## src/rtl/bubble_page_loader_pkg.sv

```systemverilog
// Shared types and constants for the page-buffer fill path: loader FSM states
// and the geometry of the 1024x1 page buffer.
package bubble_page_loader_pkg;

    localparam int ADDR_W    = 10;
    localparam int BUF_DEPTH = 1024;

    typedef enum logic [1:0] {
        IDLE      = 2'd0,
        WAIT_BYTE = 2'd1,
        SHIFT     = 2'd2,
        FINISH    = 2'd3
    } state_e;

endpackage

```

## src/rtl/bubble_page_loader.sv

```systemverilog
// Byte-stream to bit-serial page buffer loader, MSB first, all outputs registered on posedge MCLK.
// Optional byte checksum output enabled by defining PAGE_LOADER_CHECKSUM_EN.
module bubble_page_loader
    import bubble_page_loader_pkg::*;
#(
    parameter int PAGE_BITS  = 1024,
    parameter int START_ADDR = 0
) (
    input  logic              MCLK,
    input  logic              nRESET,
    input  logic              START,
    input  logic              ABORT,
    input  logic [7:0]        BYTE_IN,
    input  logic              BYTE_VALID,
    output logic              BYTE_READY,
    output logic [ADDR_W-1:0] WRADDR,
    output logic              DIN,
    output logic              nWE,
    output logic              nWRCLKEN,
    output logic              BUSY,
`ifdef PAGE_LOADER_CHECKSUM_EN
    output logic [15:0]       CHECKSUM,
`endif
    output logic              DONE
);

    localparam logic [ADDR_W-1:0] FIRST_ADDR = ADDR_W'(START_ADDR);
    localparam logic [ADDR_W-1:0] LAST_BIT   = ADDR_W'(PAGE_BITS - 1);

    state_e            state_q;
    logic              ready_q;
    logic [ADDR_W-1:0] addr_q;
    logic [ADDR_W-1:0] bitcnt_q;
    logic [7:0]        shreg_q;
    logic [ADDR_W-1:0] wraddr_q;
    logic              din_q;
    logic              nwe_q;
    logic              busy_q;
    logic              done_q;
`ifdef PAGE_LOADER_CHECKSUM_EN
    logic [15:0]       csum_q;
`endif

    // Handshake: a byte transfers on a posedge where BYTE_READY and BYTE_VALID are
    // both high; the source must hold BYTE_IN stable until that edge.
    always_ff @(posedge MCLK or negedge nRESET) begin
        if (!nRESET) begin
            state_q  <= IDLE;
            ready_q  <= 1'b0;
            addr_q   <= '0;
            bitcnt_q <= '0;
            shreg_q  <= '0;
            wraddr_q <= '0;
            din_q    <= 1'b0;
            nwe_q    <= 1'b1;
            busy_q   <= 1'b0;
            done_q   <= 1'b0;
`ifdef PAGE_LOADER_CHECKSUM_EN
            csum_q   <= '0;
`endif
        end else begin
            nwe_q  <= 1'b1;
            done_q <= 1'b0;
            if (ABORT && state_q != IDLE) begin
                state_q <= IDLE;
                ready_q <= 1'b0;
                busy_q  <= 1'b0;
            end else begin
                case (state_q)
                    IDLE: begin
                        if (START) begin
                            state_q  <= WAIT_BYTE;
                            addr_q   <= FIRST_ADDR;
                            bitcnt_q <= '0;
                            busy_q   <= 1'b1;
`ifdef PAGE_LOADER_CHECKSUM_EN
                            csum_q   <= '0;
`endif
                        end
                    end
                    WAIT_BYTE: begin
                        if (ready_q && BYTE_VALID) begin
                            shreg_q <= BYTE_IN;
                            ready_q <= 1'b0;
                            state_q <= SHIFT;
`ifdef PAGE_LOADER_CHECKSUM_EN
                            csum_q  <= csum_q + {8'h00, BYTE_IN};
`endif
                        end else begin
                            ready_q <= 1'b1;
                        end
                    end
                    SHIFT: begin
                        nwe_q    <= 1'b0;
                        din_q    <= shreg_q[7];
                        wraddr_q <= addr_q;
                        shreg_q  <= {shreg_q[6:0], 1'b0};
                        addr_q   <= addr_q + ADDR_W'(1);
                        bitcnt_q <= bitcnt_q + ADDR_W'(1);
                        if (bitcnt_q == LAST_BIT) begin
                            state_q <= FINISH;
                        end else if (bitcnt_q[2:0] == 3'd7) begin
                            // Ready rises with the 8th strobe so the next byte lands 9 cycles after the last.
                            state_q <= WAIT_BYTE;
                            ready_q <= 1'b1;
                        end
                    end
                    FINISH: begin
                        done_q  <= 1'b1;
                        busy_q  <= 1'b0;
                        state_q <= IDLE;
                    end
                    default: state_q <= IDLE;
                endcase
            end
        end
    end

    assign BYTE_READY = ready_q;
    assign WRADDR     = wraddr_q;
    assign DIN        = din_q;
    assign nWE        = nwe_q;
    assign nWRCLKEN   = nwe_q;
    assign BUSY       = busy_q;
    assign DONE       = done_q;
`ifdef PAGE_LOADER_CHECKSUM_EN
    assign CHECKSUM   = csum_q;
`endif

endmodule

```

## config.mk

```make
export PLATFORM = sky130hd
export DESIGN_NAME = bubble_page_loader
export DESIGN_NICKNAME = d
export VERILOG_FILES = /design/src/rtl/bubble_page_loader_pkg.sv /design/src/rtl/bubble_page_loader.sv
export SDC_FILE = /design/constraint.sdc
export NUM_CORES = 1
export LEC_CHECK = 0
export ABC_AREA = 1
export BUFFER_PORTS_ARGS = -buffer_cell sky130_fd_sc_hd__buf_2
export CAP_MARGIN = 20
export CORE_MARGIN = 1.5
export CORE_UTILIZATION = 57
export DETAILED_ROUTE_END_ITERATION = 10
export GPL_ROUTABILITY_DRIVEN = 1
export HOLD_SLACK_MARGIN = 0.12
export PLACE_DENSITY = 0.79
export REMOVE_ABC_BUFFERS = 1
export SKIP_LAST_GASP = 1
export SYNTH_ARGS = -nofsm -noshare
export SYNTH_HDL_FRONTEND = slang
export SYNTH_SLANG_ARGS = --single-unit
```

## constraint.sdc

```tcl
create_clock -name MCLK -period 1.5 [get_ports MCLK]
set_input_delay 0.075 -clock MCLK [delete_from_list [all_inputs] [get_ports MCLK]]
set_output_delay 0.075 -clock MCLK [all_outputs]
set_load 0.02 [all_outputs]
```

==> impl_summary.txt <==
----------------------------------------------------
[Outcome]
  Outcome ... finished, final reports clean

[Clocking]
  Sink Count ... 45
  Number of buffers on the longest clock path ... 2
  Max H-tree Level ... 2
  Inserted Clock Buffers ... 5
  Root Driver ... sky130_fd_sc_hd__clkbuf_8
  CTS tree ... done
  Clock transition at the register clock pins on the worst setup and hold paths after CTS ... approximately 0.090 ns
  Clock Latency Late Sink ... 0.31 ns

[Critical path]
  Source of the worst register-to-register timing path ... state_q[1]
  Longest individual stage delay on the worst path ... ~0.43 ns
  Critical path's top delay family ... simple AND/OR/NAND/NOR gates
  Critical Path Fanout Max ... 22
  Startpoint-to-endpoint class of the critical path ... flip-flop to flip-flop
  Crit path arrival time ... 1.65 ns
  Element type at the critical path start ... flip-flop
  Worst-path cell chain ... inv_2 -> nor2_4 -> nand2_4 -> nand2_8 -> buf_4 -> nand2_1 -> a21oi_1
  Kind of capture point of the worst setup path ... flip-flop
  Worst-case register-to-register setup slack ... 0.08 ns
  Cell at the slowest stage of the critical path ... sky130_fd_sc_hd__dfrtp_1
  Number of cells traversed by the worst register-to-register path ... 7
  Critical Path RT ... 1.73 ns
  Endpoint of the worst register-to-register path ... addr_q[2]
  Sum of buffers and inverters on the critical path ... 2

[Route]
  Routed via count divided by cell count ... 5.39
  Routed wire length ... roughly 4800 um
  Detailed Routing Iterations Pass 1 ... 5
  ANT nets after route ... 0
  Drt first-iter violations ... between 100 and 150
  DR DRC count ... 0
  Detail-routed net length per standard cell ... 13.3 um
  Count of vias placed by the detailed router ... about 2,000

[Place]
  Count of buffers inserted at the top-level ports ... 28
  Final weighted congestion of routability-driven global placement ... approximately 0.87
  Place WS ... 0.0517 ns
  Total half-perimeter wirelength after legalization and detailed placement ... around 3000 um

[Yosys]
  Synthesized flop and latch total ... between 40 and 50
  Commonest register cell after synthesis ... sky130_fd_sc_hd__dfrtp_1
  Yosys warning count ... 0
  Library cells used by synthesis ... 28
  Netlist area before placement ... 2220 sq um
  Count of mapped cells out of synthesis ... 270
  Sequential area share after synthesis ... 0.507
  Number of enable-type register cells in the synthesized netlist ... 0
  Post-synthesis area per instance ... ~8.2 sq um
  FFs w/ async S/R, synth ... 1.00

[GRT]
  Global-route wire length before repair ... 8420 um
  Largest net degree at the start of global routing ... 46
  Via count of the first global-routing pass ... between 1,500 and 2,000
  Number of antenna violations at the first check in global routing ... 0
  Final global-route overflow total ... 0
  Total GRT Usage ... 0.259

[Timing]
  Final clock skew ... just under 0.01 ns
  Final setup slack of the worst path ... 0.0825 ns
  Total of endpoints with negative setup slack in the final report ... 0
  Hold Fails Final Rpt ... 0
  Crit share post-route ... 0.945
  Slew at the pin closest to its max-slew limit ... 0.274 ns
  Post-layout minimum cycle time ... approximately 1.4 ns
  Final slew viol count ... 0
  Setup repair after global routing missed its margin ... true
  Max Clk Rate ... 705 MHz
  Normalized max-slew margin ... 0.816
  Smallest hold slack ... 0.162 ns

[Floorplan]
  Number of core rows ... 22
  Die Span X ... 65.5 um
  Number of I/O pins ... 29
  Area inside the core boundary ... 3720 sq um
  Die H ... 65.5 um
  Effective utilization at floorplan ... 0.598
  Total die area ... ~4300 sq um

[Min path]
  HP Class ... input port to flip-flop
  Worst min-delay path startpoint ... START
  Worst Hold End ... bitcnt_q[8]
  Number of cells traversed by the worst hold path ... 4

[Pwr]
  Pwr dens ... roughly 1500 nW/um^2
  Worst VDD drop ... 954 uV
  Leakage ... 1.33 nW

[Run]
  Max Cap Viol ... 0

[Cells and area]
  Post-layout nets ... 330
  Number of diodes added for antenna fixing ... 0
  Area growth from synthesis to layout ... 20.7%
  Layout cell share with drive strength beyond 1 ... 0.181

----------------------------------------------------
repair_timing:
action                     in CTS  in global routing
hold buffers                   10                  0
gates resized for setup         0                  5
hold endpoints to repair       54                  0
buffers inserted                0                  1
setup endpoints to repair       0                 26
power by group:
| group | switching [W] | leakage, nW | total, W | internal, W |
|---|---|---|---|---|
| Clock | 0.000422 | 0.0585 | 0.000965 | 0.000543 |
| Combinational | 0.000882 | 0.679 | 0.00132 | 0.000440 |
| Sequential | 0.000165 | 0.598 | 0.00164 | 0.00148 |
| Total | 0.00147 | 1.33 | 0.00393 | 0.00246 |
layer usage:
metal | track usage | vias up | routed length, um
li1 | - | 969 | -
met1 | 0.316 | 930 | 2140
met2 | 0.450 | 51 | 2400
met3 | 0.0462 | 8 | 218
met4 | 0.109 | 0 | 63
met5 | 0 | - | 0
worst reg2reg max path, delay by kind of cell (launching register included):
| kind | cells | cell delay (ns) |
|---|---|---|
| buffers and inverters | 2 | 0.25 |
| AND/OR/NAND/NOR | 4 | 0.46 |
| flip-flops | 1 | 0.43 |
| AO/OA/AOI/OAI | 1 | 0.19 |
sequential cells by signal, summed over array words and instances (netlist names):
signal,flops
BYTE_READY,1
WRADDR,10
DONE,1
nWE,1
shreg_q,8
state_q,2
BUSY,1
DIN,1
bitcnt_q,10
addr_q,10
placed cells by master, fill, tap and decap left out:
| cell type | instances |
|---|---|
| sky130_fd_sc_hd__nand2_1 | 70 |
| sky130_fd_sc_hd__dfrtp_1 | 43 |
| sky130_fd_sc_hd__inv_1 | 33 |
| sky130_fd_sc_hd__o21ai_0 | 32 |
| sky130_fd_sc_hd__buf_2 | 28 |
| sky130_fd_sc_hd__nor2_1 | 19 |
| sky130_fd_sc_hd__nand3_1 | 15 |
| sky130_fd_sc_hd__nand4_1 | 11 |
| sky130_fd_sc_hd__dlygate4sd3_1 | 10 |
| sky130_fd_sc_hd__a21oi_1 | 8 |
| sky130_fd_sc_hd__o211ai_1 | 7 |
| sky130_fd_sc_hd__clkbuf_8 | 6 |
| sky130_fd_sc_hd__buf_4 | 5 |
| sky130_fd_sc_hd__nor3_1 | 3 |
| sky130_fd_sc_hd__inv_2 | 2 |
| sky130_fd_sc_hd__xor2_1 | 2 |
| sky130_fd_sc_hd__ha_1 | 2 |
| sky130_fd_sc_hd__buf_12 | 2 |
| sky130_fd_sc_hd__nor2_4 | 1 |
| sky130_fd_sc_hd__nand2_4 | 1 |
| sky130_fd_sc_hd__nor2_2 | 1 |
| sky130_fd_sc_hd__nand2_2 | 1 |
| sky130_fd_sc_hd__nand2_8 | 1 |
| sky130_fd_sc_hd__nor3_2 | 1 |
| sky130_fd_sc_hd__nand3_2 | 1 |
| sky130_fd_sc_hd__o21ai_4 | 1 |
| sky130_fd_sc_hd__o2111ai_1 | 1 |
| sky130_fd_sc_hd__o21a_1 | 1 |
| sky130_fd_sc_hd__or2_2 | 1 |
| sky130_fd_sc_hd__o21bai_2 | 1 |
| sky130_fd_sc_hd__ha_2 | 1 |
| sky130_fd_sc_hd__clkbuf_1 | 1 |
| sky130_fd_sc_hd__bufinv_16 | 1 |
| sky130_fd_sc_hd__dfstp_2 | 1 |
| sky130_fd_sc_hd__dfrtp_2 | 1 |
synth_stat cells (3+ instances only):
cell	n	area, sq um
sky130_fd_sc_hd__nor2_1	20	75.1
sky130_fd_sc_hd__nand3_1	16	80.1
sky130_fd_sc_hd__a21oi_1	8	40.0
sky130_fd_sc_hd__dfrtp_1	44	1100
sky130_fd_sc_hd__nand4_1	11	68.8
sky130_fd_sc_hd__nor3_1	3	15.0
sky130_fd_sc_hd__ha_1	3	37.5
sky130_fd_sc_hd__o21ai_0	32	160
sky130_fd_sc_hd__inv_1	33	124
sky130_fd_sc_hd__nand2_1	70	263
sky130_fd_sc_hd__o211ai_1	7	52.6
kinds of logic (layout without fill, tap and decap cells):
kind of cell	count (synthesis)	in the layout	synth area share
AOI/OAI and AO/OA	51	51	0.133
xor gates and xnor gates	2	2	0.00788
adders and majority gates	3	3	0.0169
buffers and inverters	43	88	0.0838
DFF	45	45	0.507
and+or+nand+nor	126	126	0.251
cell type report:
cell class              instances  area (sq um)
clock buffers                   7          86.3
well taps                      48          60.1
inverters                      35           131
repair buffers                 45           318
fillers                       286          1030
clock inverters                 1          30.0
multi-input cells             182           928
flip-flops and latches         45          1130
per-stage QoR:
step           setup TNS, ns   util  instances  instance area [sq um]  total power [W]
3_3_place_gp               0  0.653        344                   2430          0.00281
6_report                   0  0.722        363                   2680          0.00393
2_1_floorplan          -1.69      -        262                   2170          0.00244
5_1_grt              -0.0181  0.722        363                   2680          0.00418
3_5_place_dp               0  0.653        344                   2430          0.00286
4_1_cts                    0  0.711        362                   2640          0.00383
worst max-delay path by stage:
stage / slack [ns] / startpoint / cells past startpoint / endpoint
2_1_floorplan: -0.18 / state_q[0] / 6 / addr_q[6]
3_3_place_gp: 0.1 / state_q[0] / 6 / addr_q[6]
3_5_place_dp: 0.05 / state_q[0] / 6 / addr_q[6]
4_1_cts: 0.02 / ABORT / 7 / shreg_q[1]
5_1_grt: -0.02 / state_q[1] / 7 / addr_q[2]
6_report: 0.08 / state_q[1] / 7 / addr_q[2]
No activity file was read; power rests on OpenSTA's default activity.
